### src/rtl/cpu_pkg.sv
// Shared core types and widths.
// Imported by decode, ID/EX and execute.
package cpu_pkg;
  localparam int REG_IDX_W = 5;
  localparam int XLEN = 32;
  localparam logic [REG_IDX_W-1:0] ZERO_REG = '0;
  localparam int CTRL_BUS_W = 16;

  typedef logic [CTRL_BUS_W-1:0] ctrl_t;
endpackage

### src/rtl/operand_fwd.sv
// Source operand select with WB->ID bypass.
// hit also drives the hold-refresh enable.
module operand_fwd
  import cpu_pkg::*;
(
  input  logic [REG_IDX_W-1:0] rs_num,
  input  logic [XLEN-1:0]      rf,
  input  logic [REG_IDX_W-1:0] wb_num,
  input  logic [XLEN-1:0]      wb_data,
  input  logic                 reg_write,
  output logic                 hit,
  output logic [XLEN-1:0]      opnd
);
  always_comb begin
    hit = reg_write
       && (wb_num == rs_num)
       && (rs_num != ZERO_REG);
    opnd = rf;
    unique case (1'b1)
      (rs_num == ZERO_REG): opnd = '0;
      hit:                  opnd = wb_data;
      default:              opnd = rf;
    endcase
  end
endmodule

### src/rtl/id_ex_stage.sv
// ID/EX pipeline register with bypass,
// hold-time operand refresh and stall counter.
module id_ex_stage
  import cpu_pkg::*;
#(
  parameter int CTRL_W = 16,
  parameter int CNT_W = 32
) (
  input  logic              clk,
  input  logic              rst,
  input  logic              InValid,
  output logic              InReady,
  input  logic [4:0]        R1Num,
  input  logic [4:0]        R2Num,
  input  logic [4:0]        DstNum,
  input  logic [31:0]       Imm,
  input  logic [31:0]       Pc,
  input  logic [CTRL_W-1:0] Ctrl,
  input  logic [31:0]       A,
  input  logic [31:0]       B,
  input  logic [31:0]       WbData,
  input  logic [4:0]        WbRegNum,
  input  logic              RegWrite,
  input  logic              Flush,
  output logic              OutValid,
  input  logic              OutReady,
  output logic [31:0]       ExA,
  output logic [31:0]       ExB,
  output logic [31:0]       ExImm,
  output logic [31:0]       ExPc,
  output logic [CTRL_W-1:0] ExCtrl,
  output logic [4:0]        ExR1Num,
  output logic [4:0]        ExR2Num,
  output logic [4:0]        ExDst,
  output logic [CNT_W-1:0]  StallCnt
);
  logic hold;
  logic load;
  logic hit1, hit2;
  logic [4:0] s1_num, s2_num;
  logic [31:0] op1, op2;

  assign InReady = !OutValid || OutReady;
  assign hold = OutValid && !OutReady;
  assign load = InValid && InReady && !Flush;

  // While held, compare against the captured indices
  assign s1_num = hold ? ExR1Num : R1Num;
  assign s2_num = hold ? ExR2Num : R2Num;

  operand_fwd u_fwd1 (
    .rs_num   (s1_num),
    .rf       (A),
    .wb_num   (WbRegNum),
    .wb_data  (WbData),
    .reg_write(RegWrite),
    .hit      (hit1),
    .opnd     (op1)
  );

  operand_fwd u_fwd2 (
    .rs_num   (s2_num),
    .rf       (B),
    .wb_num   (WbRegNum),
    .wb_data  (WbData),
    .reg_write(RegWrite),
    .hit      (hit2),
    .opnd     (op2)
  );

  always_ff @(posedge clk) begin
    if (rst) begin
      OutValid <= 1'b0;
      ExA      <= '0;
      ExB      <= '0;
      ExImm    <= '0;
      ExPc     <= '0;
      ExCtrl   <= '0;
      ExR1Num  <= '0;
      ExR2Num  <= '0;
      ExDst    <= '0;
    end else if (Flush) begin
      OutValid <= 1'b0;
    end else if (load) begin
      OutValid <= 1'b1;
      ExA      <= op1;
      ExB      <= op2;
      ExImm    <= Imm;
      ExPc     <= Pc;
      ExCtrl   <= Ctrl;
      ExR1Num  <= R1Num;
      ExR2Num  <= R2Num;
      ExDst    <= DstNum;
    end else if (hold) begin
      if (hit1) ExA <= WbData;
      if (hit2) ExB <= WbData;
    end else begin
      OutValid <= 1'b0;
    end
  end

  always_ff @(posedge clk) begin
    if (rst)
      StallCnt <= '0;
    else if (hold && (StallCnt != '1))
      StallCnt <= StallCnt + 1'b1;
  end
endmodule

### config.mk
export PLATFORM = sky130hd
export DESIGN_NAME = id_ex_stage
export DESIGN_NICKNAME = d
export VERILOG_FILES = /design/src/rtl/cpu_pkg.sv /design/src/rtl/operand_fwd.sv /design/src/rtl/id_ex_stage.sv
export SDC_FILE = /design/constraint.sdc
export NUM_CORES = 1
export LEC_CHECK = 0
export BUFFER_PORTS_ARGS = -buffer_cell sky130_fd_sc_hd__buf_2
export CORE_AREA = 5 5 151 153
export CTS_BUF_LIST = sky130_fd_sc_hd__clkbuf_4 sky130_fd_sc_hd__clkbuf_8 sky130_fd_sc_hd__clkbuf_16
export CTS_CLUSTER_DIAMETER = 100
export CTS_CLUSTER_SIZE = 16
export DETAILED_ROUTE_END_ITERATION = 7
export DIE_AREA = 0 0 156 158
export GPL_TIMING_DRIVEN = 0
export PLACE_DENSITY = 0.78
export SYNTH_ARGS = -nofsm -noshare
export SYNTH_HDL_FRONTEND = slang
export SYNTH_SLANG_ARGS = --single-unit
### constraint.sdc
create_clock -name clk -period 3.1 [get_ports clk]
set_input_delay 0.775 -clock clk [delete_from_list [all_inputs] [get_ports clk]]
set_output_delay 0.775 -clock clk [all_outputs]
set_load 0.01 [all_outputs]
==> summary.md <==
| Metric | Value |
|---|---|
| Status | finished, final reports clean |
| Critical Path RT | 3.42 ns |
| Core area | 0.0214 sq mm |
| Vias per cell | 5.36 |
| Final min period | 2.90 ns |
| Min-delay worst type | reg2reg |
| Clock buffer depth | 2 |
| Crit-path cells | buf_2 -> nor2b_2 -> buf_4 -> inv_4 -> buf_2 -> mux2i_1 -> o211ai_1 -> buf_4 -> nor4_4 -> buf_4 -> or2_0 -> clkbuf_1 -> buf_2 -> a311oi_1 |
| FMAX | 345 MHz |
| Pwr Density | 489 mW/mm^2 |
| Final weighted congestion in routability-driven placement | 0.888 |
| Netlist cell types | 48 |
| Post-synth top area cell | dfxtp_1 |
| Max capacitance violation total | 0 |
| Die height | 158 microns |
| Overall die area | 0.0246 sq mm |
| Final setup vio count | 0 |
| CTS Buf Count | 17 |
| Initial Utilization | 40.8% |
| Drt wl/cell | 18.4 microns |
| CP Class | in2reg |
| Number of global-route vias before repair | 9245 |
| Number of enable flip-flop cells after synthesis | 0 |
| Largest family of logic cells by synthesized area | simple AND/OR/NAND/NOR gates |
| Net Count, Synth | 1298 |
| Total power | 0.00576 W |
| DRC violations left | 0 |
| Cells after Synth | 1095 |
| Slowest CP cell | o211ai_1 |
| Multi-input gate area | 0.00440 sq mm |
| Die width | 156 microns |
| Power Internal | 0.00404 W |
| Arrival time worst endpoint | 3.22 ns |
| Final hold violations | 0 |
| Synthesized area per cell | 7.98 sq um |
| Fraction of registers with async set/reset | 0% |
| Net Sw Frac | 29.9% |
| Initial antenna violation count | 6 |
| CTS tree | done |
| Max H-tree Level | 4 |
| Worst Path Max Fanout | 10 |
| Total wire length | 33300 microns |
| Clk_lat worst skew | 0.43 ns |
| Skew final | 0.0160 ns |
| Primary FF master, synth | dfxtp_1 |
| I/O pins | 395 |
| GR Overflow Total | 0 |
| IO Port Bufs | 393 |
| Yosys top cell area share | 44.0% |
| Slew at the pin closest to its max-slew limit | 0.907 ns |
| Mux contribution to synthesized area | 4.47% |
| Xor/xnor share of the synthesized area | 3.51% |
| Synth top area cells | dfxtp_1 44%, nand2_1 11%, a21oi_1 5.8% |
| First-pass GRT wire length | 49900 microns |
| Pleak | 5.16 nW |
| HPWL after detailed placement | 25700 microns |
| Simple-gate share of the synthesized area | 23.0% |
| Fillers | 2047 |
| Total placed cells including tap cells | 1768 |
| Storage cell area | 0.00384 sq mm |
| Clk pwr share | 39.2% |
| Count leader, synth | nand2_1 |
| Largest net degree at the start of global routing | 22 |
| Fin util | 55.0% |
| Synth-to-Final Area Change | 34.9% |
| Post-Synth Adder-Cell Area | 0.143% |
| Tcrit/Tclk final | 93.6% |
| Fraction of layout cells with a size suffix above 1 | 33.9% |
| Seq/Total Area, Yosys | 44.0% |
| Global router's overall resource usage | 25.4% |
| Violation count after the first detailed-route iteration | 846 |
| Compound-Gate Fraction of Synth Area | 18.7% |
| Mapped Area | 0.00874 sq mm |
| Relative slew slack | 39.0% |
| Vias after detailed routing | 9701 |
| Cell Rows | 54 |
| Root Driver | clkbuf_16 |
| Drt pass-1 iters | 7 |
| Post-synth top cells | 267 x nand2_1, 192 x dfxtp_1, 101 x a21oi_1 |
| TritonCTS Sinks | 192 |
| Logic pwr share | 14.9% |
| CTS clk-pin slew, worst paths | 0.08 ns |
| Seq pwr share | 45.9% |
| Yosys reg bits | 192 |
| Worst vdd ir | 331 uV |
| Critical Path End Type | flip-flop |
| Yosys warning total | 0 |
| Total count of max-transition violations in the final report | 0 |
| Nets | 1716 |
| CP Launch Type | input port |
| Psw | 0.00173 W |
| Antenna viol nets, final | 0 |
| RSZ-0062 raised after global routing | no |
| Non-Filler Instances | 1810 |
| CP max stage delay | 0.31 ns |
[power by group through the flow]
stage          Clock (W)  Sequential (W)  Combinational [W]
2_1_floorplan          0         0.00275           0.000383
3_3_place_gp           0         0.00270           0.000827
3_5_place_dp           0         0.00270           0.000841
4_1_cts          0.00230         0.00264           0.000849
5_1_grt          0.00241         0.00266           0.000939
6_report         0.00226         0.00264           0.000860
[cells by family (layout without fill, tap and decap cells)]
group,Yosys count,count (layout)
AOI/OAI and AO/OA,246,246
xor gates and xnor gates,35,35
adders and majority gates,1,1
buffers and inverters,131,562
DFF,192,192
muxes,35,35
other,0,4
and+or+nand+nor,455,455
[cells in the final DEF, fill, tap and decap left out, types with 28 or more instances in the layout]
cell / instances
nand2_1: 267
o21ai_1: 28
a21oi_1: 100
a311oi_1: 32
xor2_1: 29
inv_1: 41
dfxtp_1: 192
buf_2: 401
nor2_1: 36
o21ai_0: 41
clkbuf_1: 66
nor3_1: 40
mux2_2: 32
nand3_1: 60
[per-layer routing]
metal | GRT usage, % | vias to the layer above | part of all wire (%)
li1 | - | 4646 | -
met1 | 31.4 | 4491 | 40
met2 | 42.1 | 483 | 48
met3 | 7.79 | 71 | 9.7
met4 | 8.96 | 10 | 2.7
met5 | 0 | - | 0.15
[sequential cells by signal, indices dropped and copies added (netlist names)]
name and flops:
OutValid 1, ExDst 5, StallCnt 32, ExB 32, ExPc 32, ExR1Num 5
ExR2Num 5, ExA 32, ExImm 32, ExCtrl 16
[worst paths after layout]
check / from / end / slack, ns / cells past startpoint
worst max-delay path: OutReady / ExB[31] / 0.20 / 14
worst min-delay path: ExPc[21] / ExPc[21] / 0.45 / 2
worst max register to register: OutValid / ExB[18] / 0.21 / 12
worst min register to register: ExPc[21] / ExPc[21] / 0.45 / 2
[timing repair]
| action | CTS | global route |
|---|---|---|
| endpoints found under the hold margin | 0 | 0 |
| pin swaps | 1 | 4 |
| gates resized for setup | 8 | 15 |
| endpoints found under the setup margin | 87 | 82 |
| setup buffers | 0 | 7 |
| hold buffers | 0 | 0 |
[critical path: cells and delay by family]
family | cells | cell delay [ns]
buffers and inverters | 8 | 1.36
AND/OR/NAND/NOR | 3 | 0.36
AO/OA/AOI/OAI | 2 | 0.57
multiplexers | 1 | 0.15
[cell type report]
cell class | instances | area share, %
multi-input combinational | 772 | 37.3
sequential | 192 | 32.6
timing repair buffer | 400 | 17.1
clock buffer | 17 | 3.61
buffer | 88 | 3.27
tap | 280 | 2.97
clock inverter | 15 | 1.63
inverter | 42 | 1.36
antenna | 4 | 0.0849
[stage by stage]
| stage | setup TNS (ns) | hold WS (ns) | worst slack (ns) | area [sq um] |
|---|---|---|---|---|
| after floorplan | 0 | 0.481 | 0.298 | 8740 |
| after global placement | -64.05 | 0.439 | -0.657 | 11100 |
| after detailed placement | -70.79 | 0.445 | -0.703 | 11100 |
| after global routing | 0 | 0.471 | 0.00836 | 11800 |
| after CTS | -0.0573 | 0.456 | -0.0335 | 11700 |
| final | 0 | 0.454 | 0.197 | 11800 |
Note: power is estimated with default switching activity, not from simulation.
